`config.mk`:
```
export PLATFORM = sky130hd
export DESIGN_NAME = ddr_cmd_arbiter
export DESIGN_NICKNAME = d
export VERILOG_FILES = /design/src/rtl/ddr_arb_pkg.sv /design/src/rtl/rr_prio_pick.sv /design/src/rtl/ddr_cmd_arbiter.sv
export SDC_FILE = /design/constraint.sdc
export NUM_CORES = 1
export LEC_CHECK = 0
export ABC_AREA = 1
export ABC_CLOCK_PERIOD_IN_PS = 4400
export CAP_MARGIN = 20
export CORE_ASPECT_RATIO = 1.4
export CORE_MARGIN = 3
export CORE_UTILIZATION = 25
export CTS_BUF_LIST = sky130_fd_sc_hd__clkbuf_4 sky130_fd_sc_hd__clkbuf_8
export CTS_CLUSTER_SIZE = 30
export DETAILED_ROUTE_END_ITERATION = 6
export PLACE_DENSITY = 0.68
export SLEW_MARGIN = 20
export SYNTH_ARGS = -nofsm -noshare
export SYNTH_HDL_FRONTEND = slang
export SYNTH_HIERARCHICAL = 1
export SYNTH_SLANG_ARGS = --single-unit
export TNS_END_PERCENT = 30
```
`constraint.sdc`:
```
create_clock -name core_clk -period 4.4 [get_ports core_clk]
set_input_delay 0.88 -clock core_clk [delete_from_list [all_inputs] [get_ports core_clk]]
set_output_delay 0.88 -clock core_clk [all_outputs]
set_load 0.02 [all_outputs]
```
`src/rtl/ddr_arb_pkg.sv`:
```
// FSM encoding shared by the DDR command-port arbiter and anything that decodes its debug state.
package ddr_arb_pkg;
   localparam logic [2:0] ST_IDLE  = 3'd0;
   localparam logic [2:0] ST_ARB   = 3'd1;
   localparam logic [2:0] ST_CMD   = 3'd2;
   localparam logic [2:0] ST_WDATA = 3'd3;
   localparam logic [2:0] ST_RDATA = 3'd4;

   // A burst owns the port from command presentation until its data phase ends.
   function automatic logic is_busy_state(input logic [2:0] st);
      return (st == ST_CMD) || (st == ST_WDATA) || (st == ST_RDATA);
   endfunction
endpackage

```
`src/rtl/rr_prio_pick.sv`:
```
// Combinational round-robin picker: first set request at or above ptr_i, wrapping modulo NUM_REQ.
module rr_prio_pick #(
   parameter int NUM_REQ  = 4,
   parameter int ID_WIDTH = 2
) (
   input  logic [NUM_REQ-1:0]  req_i,
   input  logic [ID_WIDTH-1:0] ptr_i,
   output logic [NUM_REQ-1:0]  onehot_o,
   output logic [ID_WIDTH-1:0] id_o,
   output logic                any_o
);
   logic [2*NUM_REQ-1:0] dbl;
   logic [NUM_REQ-1:0]   rot;
   logic [ID_WIDTH:0]    idx;
   logic [ID_WIDTH:0]    off;
   logic [ID_WIDTH:0]    sum;

   always_comb begin
      dbl = {req_i, req_i};
      rot = '0;
      idx = '0;
      // rot[k] is the request k positions above the pointer, so bit 0 has top priority.
      for (int i = 0; i < NUM_REQ; i++) begin
         idx    = {1'b0, ptr_i} + (ID_WIDTH+1)'(i);
         rot[i] = dbl[idx];
      end
      off = '0;
      for (int i = NUM_REQ-1; i >= 0; i--) begin
         if (rot[i]) off = (ID_WIDTH+1)'(i);
      end
      sum = off + {1'b0, ptr_i};
      if (sum >= (ID_WIDTH+1)'(NUM_REQ)) sum = sum - (ID_WIDTH+1)'(NUM_REQ);
      any_o = |req_i;
      id_o  = any_o ? sum[ID_WIDTH-1:0] : '0;
      onehot_o = '0;
      for (int i = 0; i < NUM_REQ; i++) begin
         onehot_o[i] = any_o && (id_o == ID_WIDTH'(i));
      end
   end
endmodule

```
`src/rtl/ddr_cmd_arbiter.sv`:
```
// Round-robin owner of the DDR controller command port; one burst in flight, grant held through data.
module ddr_cmd_arbiter #(
   parameter int NUM_REQ    = 4,
   parameter int ADDR_WIDTH = 28,
   parameter int LEN_WIDTH  = 4,
   parameter int ID_WIDTH   = 2
) (
   input  logic                            core_clk,
   input  logic                            ddr_rstn,
   input  logic                            ddr_init_done,
   input  logic [NUM_REQ-1:0]              req_valid,
   input  logic [NUM_REQ-1:0]              req_write,
   input  logic [NUM_REQ*ADDR_WIDTH-1:0]   req_addr,
   input  logic [NUM_REQ*LEN_WIDTH-1:0]    req_len,
   output logic [NUM_REQ-1:0]              req_ready,
   output logic                            cmd_valid,
   input  logic                            cmd_ready,
   output logic                            cmd_write,
   output logic [ADDR_WIDTH-1:0]           cmd_addr,
   output logic [LEN_WIDTH-1:0]            cmd_len,
   input  logic                            wr_burst_done,
   input  logic                            rd_burst_done,
   output logic [NUM_REQ-1:0]              grant_onehot,
   output logic [ID_WIDTH-1:0]             grant_id,
   output logic                            arb_busy,
   output logic [2:0]                      dbg_state,
   output logic [ID_WIDTH-1:0]             dbg_rr_ptr
);
   import ddr_arb_pkg::*;

   logic [2:0]            state_q, state_d;
   logic [ID_WIDTH-1:0]   rr_ptr_q, rr_ptr_d;
   logic [ID_WIDTH-1:0]   grant_id_q, grant_id_d;
   logic [NUM_REQ-1:0]    grant_oh_q, grant_oh_d;
   logic                  cmd_valid_q, cmd_valid_d;
   logic                  cmd_write_q, cmd_write_d;
   logic [ADDR_WIDTH-1:0] cmd_addr_q, cmd_addr_d;
   logic [LEN_WIDTH-1:0]  cmd_len_q, cmd_len_d;

   logic [NUM_REQ-1:0]    pick_oh;
   logic [ID_WIDTH-1:0]   pick_id;
   logic                  pick_any;
   logic                  win_write;
   logic [ADDR_WIDTH-1:0] win_addr;
   logic [LEN_WIDTH-1:0]  win_len;
   logic                  accept;

   rr_prio_pick #(.NUM_REQ(NUM_REQ), .ID_WIDTH(ID_WIDTH)) u_pick (
      .req_i    (req_valid),
      .ptr_i    (rr_ptr_q),
      .onehot_o (pick_oh),
      .id_o     (pick_id),
      .any_o    (pick_any)
   );

   always_comb begin
      win_write = 1'b0;
      win_addr  = '0;
      win_len   = '0;
      for (int i = 0; i < NUM_REQ; i++) begin
         if (pick_oh[i]) begin
            win_write = req_write[i];
            win_addr  = req_addr[i*ADDR_WIDTH +: ADDR_WIDTH];
            win_len   = req_len[i*LEN_WIDTH +: LEN_WIDTH];
         end
      end
   end

   // Handshake: a command transfers on any edge where cmd_valid & cmd_ready; once raised, cmd_valid
   // and every cmd_* field stay frozen until that edge, and the owner sees req_ready for that cycle only.
   assign accept    = cmd_valid_q & cmd_ready;
   assign req_ready = {NUM_REQ{accept}} & grant_oh_q;

   always_comb begin
      state_d     = state_q;
      rr_ptr_d    = rr_ptr_q;
      grant_id_d  = grant_id_q;
      grant_oh_d  = grant_oh_q;
      cmd_valid_d = cmd_valid_q;
      cmd_write_d = cmd_write_q;
      cmd_addr_d  = cmd_addr_q;
      cmd_len_d   = cmd_len_q;
      case (state_q)
         ST_IDLE: if (ddr_init_done) state_d = ST_ARB;
         ST_ARB: begin
            if (!ddr_init_done) begin
               state_d = ST_IDLE;
            end else if (pick_any) begin
               state_d     = ST_CMD;
               grant_oh_d  = pick_oh;
               grant_id_d  = pick_id;
               cmd_valid_d = 1'b1;
               cmd_write_d = win_write;
               cmd_addr_d  = win_addr;
               cmd_len_d   = win_len;
            end
         end
         ST_CMD: begin
            if (accept) begin
               cmd_valid_d = 1'b0;
               rr_ptr_d    = (grant_id_q == ID_WIDTH'(NUM_REQ-1)) ? '0 : grant_id_q + 1'b1;
               state_d     = cmd_write_q ? ST_WDATA : ST_RDATA;
            end
         end
         ST_WDATA: begin
            if (wr_burst_done) begin
               state_d    = ST_ARB;
               grant_oh_d = '0;
               grant_id_d = '0;
            end
         end
         ST_RDATA: begin
            if (rd_burst_done) begin
               state_d    = ST_ARB;
               grant_oh_d = '0;
               grant_id_d = '0;
            end
         end
         default: state_d = ST_IDLE;
      endcase
   end

   always_ff @(posedge core_clk or negedge ddr_rstn) begin
      if (!ddr_rstn) begin
         state_q     <= ST_IDLE;
         rr_ptr_q    <= '0;
         grant_id_q  <= '0;
         grant_oh_q  <= '0;
         cmd_valid_q <= 1'b0;
         cmd_write_q <= 1'b0;
         cmd_addr_q  <= '0;
         cmd_len_q   <= '0;
      end else begin
         state_q     <= state_d;
         rr_ptr_q    <= rr_ptr_d;
         grant_id_q  <= grant_id_d;
         grant_oh_q  <= grant_oh_d;
         cmd_valid_q <= cmd_valid_d;
         cmd_write_q <= cmd_write_d;
         cmd_addr_q  <= cmd_addr_d;
         cmd_len_q   <= cmd_len_d;
      end
   end

   assign cmd_valid    = cmd_valid_q;
   assign cmd_write    = cmd_write_q;
   assign cmd_addr     = cmd_addr_q;
   assign cmd_len      = cmd_len_q;
   assign grant_onehot = grant_oh_q;
   assign grant_id     = grant_id_q;
   assign arb_busy     = is_busy_state(state_q);
   assign dbg_state    = state_q;
   assign dbg_rr_ptr   = rr_ptr_q;
endmodule
```
==> impl_results.md, run 1 <==
* CTS Buf Count at 5
* WL/cell at 13.3 um
* Crit path largest cell delay at 0.51 ns
* Commonest cells post-synth: nand2_1 (283), nor2_1 (94), dfrtp_1 (45)
* CTS Hold Bufs at 0
* Top-count cell post-synth: nand2_1
* Core area at around 13000 um2
* Syn nets at between 700 and 800
* Avg Synthesized Cell Area at ~5.8 um2
* Peak supply drop at 0.594 mV
* Clock Latency Late Sink at 0.30 ns
* Final Setup Violations at 0
* Residual DRC at 0
* Nets at just over 900
* CP Class: in2reg
* Post-route minimum period at 3.50 ns
* Synth Warn # at 6
* Initial DRT Pass Iterations at 4
* First-pass GRT wire length at 19.5 mm
* Rows at 50
* Maximum fanout along the worst path at 32
* Flops & latches, synth at 45
* Layout cells sized above 1 at 4.82%
* Largest net degree at the start of global routing at 49
* Die ar. at 15200 um2
* CP Cell Sequence: clkdlybuf4s50_1 > nand2_1 > nand3_1 > nand2_1 > nand3_1 > a21boi_0 > ha_1 > xnor2_1 > nand3_2 > a21oi_4 > clkinv_1 > buf_4 > nand2_1 > nand2_1 > nand2_1 > nand2_1
* Sw frac at about 57%
* PostCTS Resize Cnt at 0
* Skew final at between 0.006 and 0.007 ns
* Busiest grt layer: met2
* Leak pwr at 2.73 nW
* CP delay by family, top: buffers and inverters
* Pre-CTS WS at between 0.6 and 0.7 ns
* Final hold vios at 0
* Multi-input logic area at ~2100 um2
* Via count at 4138
* ANT nets after route at 0
* GRT Total Usage at around 16%
* Max-cap viol count at 0
* Final-layout fill cell count at 1404
* Clock Sinks at 45
* Mapped Cells at 591
* Detailed placement HPWL at 9.48 mm
* CTS Root Cell: clkbuf_8
* Int Pwr at 2.07 mW
* Synth Cell Area at approximately 3400 um2
* # diodes at 0
* Asr flop ratio synth at 100%
* Logic gate share of total power at 79.1%
* Top cell type's share of synthesized area at about a third
* DRT Wirelength at 12.7 mm
* RSZ-0062 raised after global routing: false
* Die Ht at 145 um
* GRT met3 Usage at 3.42%
* CTS tree: done
* Initial antenna violation count at 0
* EDFF count, synth at 0
* Status: finished, final reports clean
* Routability cong. at 0.842
* Setup crit start kind: input port
* Clk network pwr share at 5.9%
* HP Class: reg2reg
* Post-route setup TNS at 0 ns
* Starting density of the core at roughly 26%
* Sw Pwr at 2.70 mW
* Clock transition at path regs at 0.09 ns
* Pins Over Slew Limit at 0
* H-tree Lvls at 2
* Seq/Total Area, Yosys at 32.7%
* Met2 Usage GRT at 30.4%
* # port buffers at 191
* Worst relative slew slack at 48.0%
* Total congestion overflow at 0
* # IOs at 192
* Detailed Route Iter0 Violations at 133
* Main synth FF type: dfrtp_1
* Top cells by area, synth: dfrtp_1 (33%), nand2_1 (31%), nor2_1 (10%)
* Post-DR vias/cell at 4.36
* Number of global-route vias before repair at 3853
* Final WS setup at 0.896 ns
* Most frequent cell on the critical path: nand2_1
* Flip-flop and latch area at about 1100 um2
* Synth-to-Final Area Change at 63.6%
* Top cell type by total area after synthesis: dfrtp_1
* Slowest CP cell: clkdlybuf4s50_1
* F_max at roughly 290 MHz
* Pwr per Cell Area at roughly 850 nW/um2
* GR Layer Usage met1 at 18.2%
* Crit end category: flop
* Power share of the sequential group at roughly 15%
* Critical path data required time at 4.61 ns
* Arr. time, crit path at 3.71 ns
* Netlist cell types at 22
* Clock tree buffer depth at 2
* # Post-CTS Setup Buffers at 0
* Worst-Margin Slew at around 0.77 ns
* Worst path bufs/invs at 3
* Die X at ~110 um
* Period utilization at 79.6%
[sequential cells by signal (all words and copies together) (netlist names)]
name / count
cmd_len: 4
dbg_state: 3
cmd_write: 1
cmd_addr: 28
grant_onehot: 4
grant_id: 2
dbg_rr_ptr: 2
cmd_valid: 1
[layout by cell type (no fill, tap or decap), drive strengths merged]
| cell | n |
|---|---|
| nand3 | 18 |
| o21ai | 43 |
| a21boi | 1 |
| a21oi | 37 |
| ha | 3 |
| nand2 | 289 |
| clkdlybuf4s50 | 190 |
| nor2 | 96 |
| xnor2 | 1 |
| buf | 13 |
| o22ai | 1 |
| clkinv | 3 |
| clkbuf | 7 |
| inv | 21 |
| dfrtp | 45 |
[worst paths after layout]
path                                                  to                 startpoint  cells past startpoint  slack [ns]
worst max register to register  cmd_addr[21]$_DFFE_PN0P_  dbg_rr_ptr[0]$_DFFE_PN0P_                     15        1.18
worst max-delay path            cmd_addr[21]$_DFFE_PN0P_               req_valid[1]                     16        0.90
worst min register to register   cmd_addr[9]$_DFFE_PN0P_    cmd_addr[9]$_DFFE_PN0P_                      2        0.48
worst min-delay path             cmd_addr[9]$_DFFE_PN0P_    cmd_addr[9]$_DFFE_PN0P_                      2        0.48
min in group asynchronous       dbg_state[0]$_DFFE_PN0P_                   ddr_rstn                      2        0.68
max in group asynchronous        cmd_addr[8]$_DFFE_PN0P_                   ddr_rstn                      2        3.29
[power groups by stage]
stage	registers (mW)	logic, mW	clock network [mW]
after global placement	0.722	3.77	0
after floorplan	0.891	2.44	0
after global routing	0.742	4.29	0.310
after CTS	0.717	3.81	0.299
after detailed placement	0.720	3.80	0
final	0.714	3.77	0.283
[worst reg2reg max path: cells and delay by family (launching register included)]
kind            cells  cell delay, ns
compound gates      2            0.53
fa+ha+maj           2            0.57
simple gates        7            0.71
buf+inv             3            0.57
xor+xnor            1            0.24
flops               1            0.49
[metal layers]
layer	vias to the layer above	part of all wire (%)
met2	120	53
met3	15	5.1
met4	0	2.1
met5	-	0
li1	2180	-
met1	1823	40
[final cells by class]
type	instances	share of cell area (%)
multi-input cells	489	36.9
repair buffers	203	35.9
flip-flops and latches	45	20.0
well taps	182	4.05
inverters	24	1.62
clock buffers	7	1.60
[metrics by stage]
stage	area [um2]	hold WS (ns)	utilization (%)	std cells	total power, mW
floorplan	3440	0.584	-	591	3.33
CTS	5600	0.487	41.6	949	4.83
global route	5630	0.511	41.8	950	5.34
global placement	5510	0.463	40.9	942	4.49
finish	5630	0.482	41.8	950	4.77
detailed placement	5510	0.464	40.9	942	4.52
[kinds of logic (layout without fill, tap and decap cells)]
kind of cell	Yosys count	count (layout)	synth area share, %
DFF	45	45	32.7
AOI/OAI and AO/OA	82	82	12.0
xor gates and xnor gates	1	1	0.255
adders and majority gates	3	3	1.09
and+or+nand+nor	403	403	45.9
buffers and inverters	57	234	7.93
(Power assumes the default switching activity.)
==> run 2, diff against run 1 <==
- ABC_CLOCK_PERIOD_IN_PS: 4400 -> 2950
- PLACE_DENSITY: 0.68 -> 0.7
- clock period: 4.4 -> 2.95 ns (I/O delays scaled with it)
==> run 2 against run 1 <==
- die area unchanged
- combinational power up 63%
- wire length up 0.87%
- register-to-register slack worse by 0.91 ns
==> impl_results.md, run 2 (same netlist as run 1, synthesis figures left out) <==
* Status: finished, final reports clean
* F_max at 363 MHz
* Arr. time, crit path at roughly 3.0 ns
* # IOs at 192
* CP delay by family, top: buffers and inverters
* Skew final at around 0.0036 ns
* Die Ht at around 140 um
* Largest net degree at the start of global routing at a little over 40
* Residual DRC at 0
* CTS Hold Bufs at 0
* Most frequent cells in the layout: nand2_1 (283), clkdlybuf4s50_1 (190), nor2_1 (92), dfrtp_1 (45), o21ai_0 (42)
* Clock Latency Late Sink at 0.30 ns
* WL/cell at 13.3 um
* ANT nets after route at 0
* Detailed placement HPWL at 9.82 mm
* H-tree Lvls at 2
* Leak pwr at 2.80 nW
* HP Class: in2async
* Slowest CP cell: clkdlybuf4s50_1
* CP Class: in2reg
* CTS tree: done
* Crit path largest cell delay at around 0.44 ns
* Critical path depth at 16
* # diodes at 0
* # Post-CTS Setup Buffers at 0
* Hold slack at 0.113 ns
* Final Setup Violations at 0
* Clock transition at path regs at about 0.09 ns
* CTS Root Cell: clkbuf_8
* Starting density of the core at about a quarter
* DRT Wirelength at 12.8 mm
* Detailed Route Iter0 Violations at 168
* Worst relative slew slack at 52.0%
* Number of global-route vias before repair at 4102
* CTS Buf Count at 5
* Post-route minimum period at 2.76 ns
* Period utilization at roughly 93%
* Most frequent cell on the critical path: nand2_1
* Routability cong. at around 0.9
* Worst R2R Path Depth at 15
* Total congestion overflow at 0
* Initial antenna violation count at 0
* CP Cell Sequence: clkdlybuf4s50_1 > nand2_1 > nand3_1 > nand2_1 > nand3_1 > a21boi_1 > ha_1 > xnor2_2 > nand3_2 > a21oi_4 > clkinv_1 > buf_4 > nand2_1 > nand2_1 > nand2_1 > nand2_1
* R2R setup slack at roughly 0.27 ns
* R2R Path End: cmd_addr[9]$_DFFE_PN0P_
* Reg2reg start: dbg_rr_ptr[0]$_DFFE_PN0P_
* Maximum fanout along the worst path at 14
* GRT Total Usage at 16.5%
* Setup crit start kind: input port
* First-pass GRT wire length at 20.2 mm
* Worst path bufs/invs at 3
* Crit end category: flop
* Max-cap viol count at 0
* Largest register FFs at 28
* Clock tree buffer depth at 2
* Pwr per Cell Area at 1330 nW/um2
* Most common cell after layout, fill and taps aside: nand2_1
* Rows at 50
* Synth-to-Final Area Change at 68.0%
* Core area at 13500 um2
* Worst-Margin Slew at 0.712 ns
* Final hold vios at 0
* Die ar. at 15200 um2
* Initial DRT Pass Iterations at 4
* Critical path data required time at 3.15 ns
* Post-route setup TNS at 0 ns
* Post-DR vias/cell at 4.37
* Nets at about 920
* Pins Over Slew Limit at 0
* Layout cells sized above 1 at under 10%
* # port buffers at 191
* Via count at 4194
* Peak supply drop at 0.685 mV
* Clock Sinks at 45
* Die X at 105 um
-- run 2: what timing repair did --
action / CTS / global route
gates resized for setup: 0 / 6
endpoints found under the setup margin: 0 / 33
hold endpoints to repair: 0 / 0
-- run 2: stage by stage --
stage / utilization (%) / setup WS, ns / instance area (um2) / instances / total power, mW
6_report: 43.0 / 0.194 / 5780 / 959 / 7.68
3_3_place_gp: 41.9 / -0.130 / 5640 / 951 / 7.14
2_1_floorplan: - / 0.233 / 3440 / 591 / 4.97
5_1_grt: 43.0 / -0.0480 / 5780 / 959 / 8.61
4_1_cts: 42.8 / 0.138 / 5760 / 959 / 7.72
3_5_place_dp: 41.9 / -0.172 / 5640 / 951 / 7.17
-- run 2: area by class of cell --
class	instances	area, um2
tap	182	228
clock buffer	7	90.1
multi-input combinational	489	2090
timing repair buffer	211	2130
fill	1412	7670
sequential	45	1130
inverter	24	91.3
clock inverter	1	30.0
-- run 2: per-layer routing --
metal	wire length, um	vias to the layer above	global-route usage, %
met1	5360	1840	19.5
li1	-	2198	-
met5	0	-	0
met3	674	19	2.93
met2	6500	137	30.9
met4	231	0	4.01
-- run 2: worst max-delay path by stage --
stage	start	endpoint
after floorplan	dbg_rr_ptr[0]$_DFFE_PN0P_	cmd_addr[22]$_DFFE_PN0P_
after global placement	req_valid[1]	cmd_addr[21]$_DFFE_PN0P_
after detailed placement	req_valid[1]	cmd_addr[21]$_DFFE_PN0P_
after CTS	req_valid[1]	cmd_addr[21]$_DFFE_PN0P_
after global routing	req_valid[3]	cmd_addr[14]$_DFFE_PN0P_
final	req_valid[1]	cmd_addr[9]$_DFFE_PN0P_
-- run 2: where the power goes --
group | total, mW | switching, mW | internal [mW]
sequential | 1.04 | 0.169 | 0.871
combinational | 6.14 | 3.74 | 2.40
clock | 0.505 | 0.219 | 0.286
total | 7.68 | 4.13 | 3.55
-- run 2: worst reg2reg max path: stages (launching register included) --
cell and delay (ns):
dfrtp_1 0.39, ha_1 0.34, inv_1 0.10, nand3_1 0.11
nand3_1 0.10, a21boi_1 0.07, ha_1 0.22, xnor2_2 0.20
nand3_2 0.20, a21oi_4 0.23, clkinv_1 0.15, buf_4 0.22
nand2_1 0.09, nand2_1 0.05, nand2_1 0.06, nand2_1 0.05
==> run 3, diff against run 2 <==
- CAP_MARGIN: 20 -> 10
- CORE_UTILIZATION: 25 -> 30
- PLACE_DENSITY: 0.7 -> 0.8
- REMOVE_ABC_BUFFERS: unset -> 1
==> run 3 against run 2 <==
- count of clock-buffer cells in the layout unchanged
- via count grew 1.7%
- flip-flop and latch count unchanged
- maximum frequency fell by 1.0%
- cell count fell by 4.3%
- critical path type unchanged
- critical endpoint is now cmd_addr[25]$_DFFE_PN0P_
- register-to-register slack hardly changed
- sequential share of layout area is 0.37 points higher
- first-iteration DRC count fell by 39%
==> impl_results.md, run 3 (same netlist as run 1, synthesis figures left out) <==
* Status: finished, final reports clean
* Layout cells sized above 1 at 5.92%
* Routability cong. at 0.878
* HP Class: in2async
* # IOs at between 150 and 200
* Clock transition at path regs at 0.08 ns
* Crit end category: flop
* Critical path data required time at roughly 3.2 ns
* Post-Layout Inst Area at 5670 um2
* Residual DRC at 0
* Final Setup Violations at 0
* Most frequent cells in the layout: nand2_1 (283), clkdlybuf4s50_1 (190), nor2_1 (92), dfrtp_1 (45), o21ai_0 (42)
* Pre-CTS WS at -0.209 ns
* Starting density of the core at between 30 and 40%
* First-pass GRT wire length at 19.3 mm
* Initial antenna violation count at 0
* Period utilization at 94.4%
* Most frequent cell on the critical path: nand2_1
* Final hold vios at 0
* Initial DRT Pass Iterations at 4
* Leak pwr at 2.78 nW
* Die ar. at between 10000 and 15000 um2
* Clock tree buffer depth at 2
* Arr. time, crit path at 3.02 ns
* Synth-to-Final Area Change at 64.9%
* Post-DR vias/cell at 4.65
* Die Ht at 133 um
* Worst R2R Path Depth at 18
* Post-route minimum period at 2.78 ns
* Clock Sinks at 45
* CTS tree: done
* F_max at 359 MHz
* CTS Buf Count at 5
* # diodes at 0
* Setup crit start kind: input port
* Hold slack at 0.289 ns
* Pwr per Cell Area at 1320 nW/um2
* Reg2reg start: dbg_rr_ptr[0]$_DFFE_PN0P_
* Final-layout fill cell count at 1190
* Final WS setup at 0.167 ns
* # port buffers at around 190
* Peak supply drop at 0.409 mV
* Core area at 11000 um2
* # Post-CTS Setup Buffers at 0
* CP Class: in2reg
* Number of global-route vias before repair at about 4000
* H-tree Lvls at 2
* Most common cell after layout, fill and taps aside: nand2_1
* Largest register FFs at 28
* Maximum fanout along the worst path at 20
* R2R setup slack at 0.28 ns
* RSZ-0062 raised after global routing: true
* Final Core Density at 51.4%
* Post-route setup TNS at 0 ns
* R2R Path End: cmd_addr[25]$_DFFE_PN0P_
* Worst relative slew slack at 51.9%
* Worst-Margin Slew at 0.714 ns
* ANT nets after route at 0
* Total congestion overflow at 0
* Nets at 922
* Placed cell area at 5570 um2
* CTS Root Cell: clkbuf_8
* Skew final at between 0.007 and 0.008 ns
* Die X at roughly 96 um
* DRT Wirelength at 12.3 mm
* Detailed placement HPWL at about 9.5 mm
* Crit path largest cell delay at 0.50 ns
* CP Cell Sequence: clkdlybuf4s50_1 > nand2_1 > nand3_1 > nand2_1 > a21boi_1 > ha_1 > xnor2_1 > nand3_2 > buf_4 > nand2_2 > nor2_2 > buf_8 > nand2_1 > o21ai_0 > nand2_1 > nand2_1 > nand2_1 > nand2_1
* Clock Latency Late Sink at around 0.30 ns
* Slowest CP cell: clkdlybuf4s50_1
* WL/cell at 13.4 um
* Largest net degree at the start of global routing at 41
* Rows at 45
* Via count at approximately 4300
* Max-cap viol count at 0
* GRT Total Usage at about a fifth
* Detailed Route Iter0 Violations at 102
* Pins Over Slew Limit at 0
run 3: layer usage:
metal	routed length [um]	vias up	GRT usage, %
met4	352	0	6.86
met2	6730	122	36.2
met1	4610	1917	19.9
li1	-	2201	-
met3	599	26	3.87
met5	0	-	0
run 3: how the worst max path moves through the flow:
stage / startpoint / endpoint / slack, ns / depth (start not counted)
finish: req_valid[3] / cmd_addr[25]$_DFFE_PN0P_ / 0.17 / 18
CTS: req_valid[3] / cmd_addr[25]$_DFFE_PN0P_ / 0.12 / 19
floorplan: dbg_rr_ptr[0]$_DFFE_PN0P_ / cmd_addr[0]$_DFFE_PN0P_ / -1.70 / 14
detailed placement: req_valid[3] / cmd_addr[25]$_DFFE_PN0P_ / -0.21 / 19
global placement: req_valid[1] / cmd_addr[20]$_DFFE_PN0P_ / -0.15 / 19
global route: req_valid[0] / cmd_addr[8]$_DFFE_PN0P_ / -0.05 / 19
run 3: where the power goes:
part	internal, mW	switching [mW]
Combinational	2.36	3.66
Sequential	0.871	0.169
Clock	0.196	0.207
run 3: stage by stage:
| step | std cells | total power, mW |
|---|---|---|
| after global placement | 911 | 6.94 |
| final | 918 | 7.46 |
| after detailed placement | 911 | 7.03 |
| after floorplan | 558 | 4.47 |
| after global routing | 918 | 8.28 |
| after CTS | 918 | 7.46 |
run 3: area by class of cell:
class                           count  area [um2]  area share [%]
Timing Repair Buffer              212        2110            37.3
Multi-Input combinational cell    489        2070            36.6
Sequential cell                    45        1130            19.9
Tap cell                          141         176            3.11
Inverter                           24        91.3            1.61
Clock buffer                        7        90.1            1.59
run 3: what timing repair did:
action,in CTS,in global routing
endpoints found under the setup margin,0,33
hold buffers,0,0
gates resized for setup,0,5
run 3: critical path, delay by kind of cell:
family                   cells  cell delay, ns
adder cells (fa/ha/maj)      1            0.19
AO/OA/AOI/OAI                2            0.28
buffers and inverters        3            0.85
XOR/XNOR                     1            0.15
AND/OR/NAND/NOR             11            0.95
